$ cat src/rtl/instr_sequencer.sv
// Instruction sequencer: a small loadable program memory plus a program counter.
// Once started it issues one registered instruction per cycle and stops on HALT.
module instr_sequencer #(
   parameter int unsigned            INSTR_WIDTH = 20,
   parameter int unsigned            PC_BITS     = 5,
   parameter logic [3:0]             HALT_OPCODE = 4'hF,
   parameter logic [INSTR_WIDTH-1:0] NOP_WORD    = '0,
   parameter int unsigned            CNT_BITS    = 8
) (
   input  logic                   clk_i,
   input  logic                   rst_i,
   input  logic                   load_en_i,
   input  logic [PC_BITS-1:0]     load_addr_i,
   input  logic [INSTR_WIDTH-1:0] load_data_i,
   input  logic                   start_i,
   input  logic                   stall_i,
   output logic [INSTR_WIDTH-1:0] instruction_o,
   output logic [PC_BITS-1:0]     pc_o,
   output logic                   running_o,
   output logic                   halted_o,
   output logic [CNT_BITS-1:0]    issued_cnt_o
);

   localparam int unsigned Depth = 2 ** PC_BITS;

   typedef enum logic [1:0] {StIdle, StRun, StHalted} state_e;

   state_e                 state_q, state_d;
   logic [PC_BITS-1:0]     pc_q, pc_d;
   logic [CNT_BITS-1:0]    cnt_q, cnt_d;
   logic [INSTR_WIDTH-1:0] instr_q, instr_d;
   logic [INSTR_WIDTH-1:0] mem_q [Depth];

   logic [INSTR_WIDTH-1:0] fetch_word;
   logic                   fetch_is_halt;
   logic                   mem_we;

   assign fetch_word    = mem_q[pc_q];
   assign fetch_is_halt = (fetch_word[INSTR_WIDTH-1 -: 4] == HALT_OPCODE);
   // Memory is frozen while executing; reset overrides a coincident write.
   assign mem_we        = load_en_i && (state_q != StRun) && !rst_i;

   // Program memory write port; contents survive reset.
   always_ff @(posedge clk_i) begin
      if (mem_we) begin
         mem_q[load_addr_i] <= load_data_i;
      end
   end

   // Next-state logic: sequencing, issue and counter update.
   always_comb begin
      state_d = state_q;
      pc_d    = pc_q;
      cnt_d   = cnt_q;
      instr_d = NOP_WORD;
      unique case (state_q)
         StIdle, StHalted: begin
            if (start_i) begin
               state_d = StRun;
               pc_d    = '0;
               cnt_d   = '0;
            end
         end
         StRun: begin
            if (!stall_i) begin
               if (fetch_is_halt) begin
                  // HALT word is not issued; pc stays pointing at it.
                  state_d = StHalted;
               end else begin
                  instr_d = fetch_word;
                  pc_d    = pc_q + 1'b1;
                  if (cnt_q != '1) begin
                     cnt_d = cnt_q + 1'b1;
                  end
               end
            end
         end
         default: state_d = StIdle;
      endcase
   end

   // State register with synchronous reset.
   always_ff @(posedge clk_i) begin
      if (rst_i) begin
         state_q <= StIdle;
         pc_q    <= '0;
         cnt_q   <= '0;
         instr_q <= NOP_WORD;
      end else begin
         state_q <= state_d;
         pc_q    <= pc_d;
         cnt_q   <= cnt_d;
         instr_q <= instr_d;
      end
   end

   assign instruction_o = instr_q;
   assign pc_o          = pc_q;
   assign issued_cnt_o  = cnt_q;
   assign running_o     = (state_q == StRun);
   assign halted_o      = (state_q == StHalted);

endmodule

$ cat config.mk
export PLATFORM = sky130hd
export DESIGN_NAME = instr_sequencer
export DESIGN_NICKNAME = d
export VERILOG_FILES = /design/src/rtl/instr_sequencer.sv
export SDC_FILE = /design/constraint.sdc
export NUM_CORES = 1
export LEC_CHECK = 0
export CAP_MARGIN = 20
export CORE_UTILIZATION = 40
export CTS_BUF_LIST = sky130_fd_sc_hd__clkbuf_4
export DETAILED_ROUTE_END_ITERATION = 8
export GPL_TIMING_DRIVEN = 1
export SETUP_SLACK_MARGIN = 0.05
export SYNTH_ARGS = -nofsm -noshare
export SYNTH_HDL_FRONTEND = slang
export SYNTH_SLANG_ARGS = --single-unit
$ cat constraint.sdc
create_clock -name clk_i -period 3.1 [get_ports clk_i]
set_input_delay 0.31 -clock clk_i [delete_from_list [all_inputs] [get_ports clk_i]]
set_output_delay 0.31 -clock clk_i [all_outputs]
set_load 0.02 [all_outputs]
* Word-level counts from Yosys, hierarchy flattened
Memories as Yosys holds them, arrays and structs flattened. A register that Yosys moved wholly into a read port is not among the register bits.
Cells that the tools add are included.
** Word-level totals
- Memory bits (writable) :: 640
- Memories kept :: 1
- Bits of input ports :: 30
- Word-level logic and storage cells :: 45
- Output and inout bits :: 35
- Register bits after elaboration :: 35
** Memories
- mem_q :: words 32, width 20, read ports 1, clocked after memory_dff 1, write ports 1, RTL line 32 : logic [INSTR_WIDTH-1:0] mem_q [Depth];
** Cells by class
- Bitwise logic cells :: 1
- Reduce and logical (&&, ||, !) cells :: 10
- Equality and inequality tests :: 10
- Multiplexer cells :: 17
- Add/subtract/negate cells :: 2
** Operator list (count)
- two-way mux 8 bit :: 4
- two-way mux 5 bit :: 5
- one-hot mux 8 bit (2 select lines) :: 1
- one-hot mux 5 bit (2 select lines) :: 1
- adder 8 x 1 -> 8 bit (second input constant) :: 1
- != test 8 bit (second input constant) :: 1
- two-way mux 2 bit :: 3
- != test 2 x 1 -> 1 bit (second input constant) :: 3
- != test 2 bit (second input constant) :: 3
- adder 5 x 1 -> 5 bit (second input constant) :: 1
- AND reduction 5 bit :: 1
- equality test 4 bit (second input constant) :: 1
- one-hot mux 2 bit (2 select lines) :: 1
- AND reduction 4 bit :: 1
- OR reduction 4 bit :: 1
- AND reduction 3 bit :: 1
- equality test 2 x 1 -> 1 bit (second input constant) :: 1
- equality test 2 bit (second input constant) :: 1
- logical AND 1 bit :: 2
- logical NOT 2 bit :: 1
- two-way mux 1 bit :: 2
- nonzero test 2 bit :: 1
- OR reduction 2 bit :: 1
- logical NOT 1 bit :: 1
- inverter 1 bit :: 1

* Depth between registers and ports, before layout
- Depth in word-level cells :: 6
- Gate-level depth with buffers :: 11
- Gate-level depth less buffers :: 7

* Worst setup path after synthesis
OpenSTA, ideal clock, no wires.
- Kind :: in2reg
- Start :: input rst_i
- End :: memory mem_q[12][0], enable pin
- Setup time :: 0.397 ns
- Arrival time :: 2.423 ns
- Required time :: 2.703 ns
- Stages on the path :: 7
- Buffers on the path :: 3
- Setup slack :: 0.280 ns
- Cells stage by stage :: clkbuf_1 inv_1 and3_1 clkbuf_1 or3b_2 clkbuf_1 nor2_1
** On the way
- Cells in the longest elaborated chain, start to end :: 4
** Ends and longest elaborated chain
- from (decl) :: RTL line 11 : input logic rst_i,
- logical NOT 1 bit :: RTL line 41 : assign mem_we = load_en_i && (state_q != StRun) && !rst_i;
- logical AND 1 bit :: RTL line 41
- two-way mux 1 bit :: RTL line 45 : if (mem_we) begin
- two-way mux 1 bit (implied by the code) :: RTL line 46 : mem_q[load_addr_i] <= load_data_i;
- to (decl) :: RTL line 32
Every way passes these cells.

==> metrics.md <==
| Metric | Value |
|---|---|
| Post-synth design cell area | `26,000 µm²` |
| Share of final-layout standard cells stronger than drive strength 1 | `37.7%` |
| Multi-input gate area | `5690 µm²` |
| RR Endpoint | `issued_cnt_o[4]$_SDFFE_PP0P_` |
| Max Fclk | `341 MHz` |
| Clk_skew | `0.0443 ns` |
| Residual DRC count | `0` |
| Static Leakage | `9.54 nW` |
| Final net count | `1,471` |
| Total overflow reported by the global router | `0` |
| Element type at the critical path start | `flip-flop` |
| Layout overhead on the synthesized area | `18.0%` |
| Antenna violations before repair | `4` |
| Number of detailed-routing iterations run before antenna repair | `5` |
| Chip width | `257 µm` |
| Number of DRC markers after the initial detailed-route iteration | `1,417` |
| Level count of the clock H-tree | `4` |
| Clock latency on the worst-skew pair | `0.95 ns` |
| Detail Placement HPWL | `35,700 µm` |
| Highest net fanout along the worst path | `16` |
| Depth of the most critical reg-to-reg path | `8` |
| Instance count of the mapped netlist | `1,169` |
| Pre-CTS worst setup slack | `0.00727 ns` |
| Setup-failing EPs final | `0` |
| Clock tree from TritonCTS | `built` |
| CTS Buf Count | `167` |
| Effective utilization at floorplan | `40.4%` |
| Filler cells | `5,422` |
| RD Place Congestion | `0.808` |
| Avg WL per Cell | `26.1 µm` |
| Via density | `5.48` |
| Mapped Nets | `1,201` |
| Count of final max-slew check failures | `0` |
| Signal arrival time at the worst endpoint | `3.77 ns` |
| Crit path setup slack, layout | `0.164 ns` |
| Count of flip-flops with a built-in enable after synthesis | `640` |
| Register bit total from synthesis | `680` |
| Cell at the root of the clock tree | `clkbuf_4` |
| Fraction of the yosys area taken by sequential cells | `77.1%` |
| GRT Resource Usage Total | `19.8%` |
| Startpoint of the tightest hold check path | `load_data_i[12]` |
| Total number of clock tree sinks | `680` |
| Max_slew headroom | `23.9%` |
| Flop2flop setup slack | `0.16 ns` |
| Antenna viol nets, final | `0` |
| Number of global-route vias before repair | `13,754` |
| Ports | `65` |
| Ys flop type | `edfxtp_1` |
| Highest-delay cell along the critical path | `o41a_1` |
| Maximum cell stage delay along the critical path | `0.54 ns` |
| Largest net degree at the start of global routing | `78` |
| Minimum clock period after layout | `2.94 ns` |
| Ys async rst share | `0%` |
| Critical Path, Cell by Cell | `and2_1 -> a221oi_1 -> o21ai_0 -> a31o_2 -> o41a_1 -> buf_4 -> a32o_1 -> a21o_1` |
| Number of max-cap violations | `0` |
| Total power density per cell area | `598 nW/µm²` |
| Clock transition at the register clock pins on the worst setup and hold paths after CTS | `0.08 ns` |
| Number of cells on the worst hold path | `1` |
| Result of the run | `finished, final reports clean` |
| Setup TNS | `0 ns` |
| RSZ-0062 raised after global routing | `yes` |
| Kind of end point of the critical path | `flip-flop` |
| Type of the tightest min-delay check | `in -> reg` |
| Port Buf Inserts | `64` |
| Vert. Die Dim | `257 µm` |
| Yosys warns | `0` |
| Die area | `65,900 µm²` |
| Worst min-delay path endpoint | `mem_q[27][12]$_DFFE_PP_` |
| Average instance area after synthesis | `22.2 µm²` |
| Post-route clock period utilization | `94.7%` |
| Global-route wire length before repair | `92,700 µm` |
| Total wirelength of the detailed-routed design | `63,200 µm` |
| Standard cell core area | `64,200 µm²` |
| Transition time at the pin with the least slew margin | `1.14 ns` |
| CTS Buffer Depth | `3` |
| Register cell area after layout | `20,000 µm²` |
| Total via count in the routed design | `13,261` |
| Critical path type | `reg -> reg` |
| Critical path data required time | `3.93 ns` |
| Final hold violations | `0` |
| Peak ir drop on the vdd network | `0.000389 V` |
| Netlist cell types | `48` |
| Core Util, Final | `47.7%` |
| FP Rows | `93` |
[stage by stage]
| step | cells | instance area (µm²) | power, mW | hold slack (ns) |
|---|---|---|---|---|
| 6_report | 2419 | 30600 | 18.3 | 0.128 |
| 5_1_grt | 2419 | 30600 | 19.0 | 0.0264 |
| 4_1_cts | 2411 | 30500 | 18.5 | 0.00156 |
| 3_5_place_dp | 2119 | 28200 | 10.9 | 0.499 |
| 3_3_place_gp | 2119 | 28200 | 10.9 | 0.488 |
| 2_1_floorplan | 1169 | 26000 | 10.6 | 0.409 |
[critical path: cells and delay by family (launching register included)]
kind            cells  cell delay [ns]
compound gates      6             1.86
simple gates        1             0.34
buf+inv             1             0.23
flops               1             0.36
[power by group]
group          total, mW  internal (mW)  switching, mW
combinational      0.598          0.249          0.348
sequential          10.1           10.1         0.0138
clock               7.63           4.16           3.47
[cells in the mapped netlist, types with 8 or more instances]
cell	n	share of area, %
nand3_1	8	0.15
mux4_2	168	15
a221oi_1	19	0.64
edfxtp_1	640	74
nand2_1	12	0.17
buf_1	11	0.16
dfxtp_1	40	3.1
clkbuf_1	25	0.36
buf_2	12	0.23
nor2_1	63	0.91
mux2i_1	65	2.5
a22oi_1	9	0.26
[flip-flops by register name, summed over array words and instances, names as in the netlist, named ones only]
signal,cells
instruction_o,20
pc_o,5
mem_q,640
state_q,2
issued_cnt_o,8
[metal layers]
layer | up-vias | wire (µm) | part of all wire [%] | GRT usage, %
met3 | 73 | 4790 | 7.6 | 5.16
met4 | 4 | 790 | 1.2 | 6.63
met2 | 550 | 31100 | 49 | 31.3
met1 | 7018 | 26500 | 42 | 26.5
li1 | 5616 | - | - | -
met5 | - | 31 | 0.049 | 0
[final cells by class]
cell class	count	share of cell area, %
clock inverter	35	0.932
timing repair buffer	161	5.19
multi-input combinational	422	18.6
inverter	7	0.0858
antenna	3	0.0245
tap	855	3.49
sequential	680	65.4
clock buffer	256	6.28
[kinds of logic after synthesis]
| family | share of synthesized area [%] |
|---|---|
| adder cells (fa/ha/maj) | 0.0964 |
| buffers and inverters | 1.30 |
| AND/OR/NAND/NOR | 2.02 |
| flip-flops | 77.1 |
| AO/OA/AOI/OAI | 2.32 |
| multiplexers | 17.1 |
[placed cells by master, fill, tap and decap left out, types with 3 or more instances in the layout]
| cell | synthesis | layout |
|---|---|---|
| a21o_1 | 6 | 6 |
| a221oi_1 | 19 | 19 |
| a22oi_1 | 9 | 8 |
| a31o_2 | 7 | 7 |
| a31oi_1 | 4 | 4 |
| buf_12 | 0 | 11 |
| buf_4 | 6 | 79 |
| bufinv_16 | 0 | 5 |
| clkbuf_4 | 0 | 256 |
| clkdlybuf4s50_1 | 0 | 64 |
| clkinv_1 | 0 | 20 |
| clkinvlp_4 | 0 | 4 |
| dfxtp_1 | 40 | 35 |
| dfxtp_4 | 0 | 3 |
| diode_2 | 0 | 3 |
| edfxtp_1 | 640 | 640 |
| inv_1 | 7 | 7 |
| inv_2 | 0 | 3 |
| mux2i_1 | 65 | 65 |
| mux4_2 | 168 | 168 |
| nand2_1 | 12 | 12 |
| nand3_1 | 8 | 8 |
| nand3b_1 | 6 | 6 |
| nor2_1 | 63 | 31 |
| nor2_2 | 0 | 32 |
| nor2b_1 | 5 | 4 |
| nor3_1 | 4 | 4 |
| nor3b_1 | 3 | 3 |
| o21ai_0 | 7 | 7 |
[worst max path at each step]
stage | startpoint | end | slack, ns | cells past startpoint
final | flip-flop | issued_cnt_o[4]$_SDFFE_PP0P_ | 0.16 | 8
after CTS | flip-flop | instruction_o[1]$_SDFF_PP0_ | 0.09 | 10
after detailed placement | flip-flop | flip-flop | 0.007 | 10
after global routing | flip-flop | pc_o[1]$_SDFFE_PP0P_ | 0.04 | 8
after floorplan | rst_i | mem_q[12][0]$_DFFE_PP_ | 0.28 | 7
after global placement | flip-flop | instruction_o[1]$_SDFF_PP0_ | 0.003 | 10
[timing repair]
action                                  in CTS  in global routing
setup buffers                                0                  0
gates resized for setup                      3                  8
endpoints found under the hold margin        1                  1
endpoints found under the setup margin       9                 11
hold buffers                                 1                  1
No activity file was read; power rests on OpenSTA's default activity.
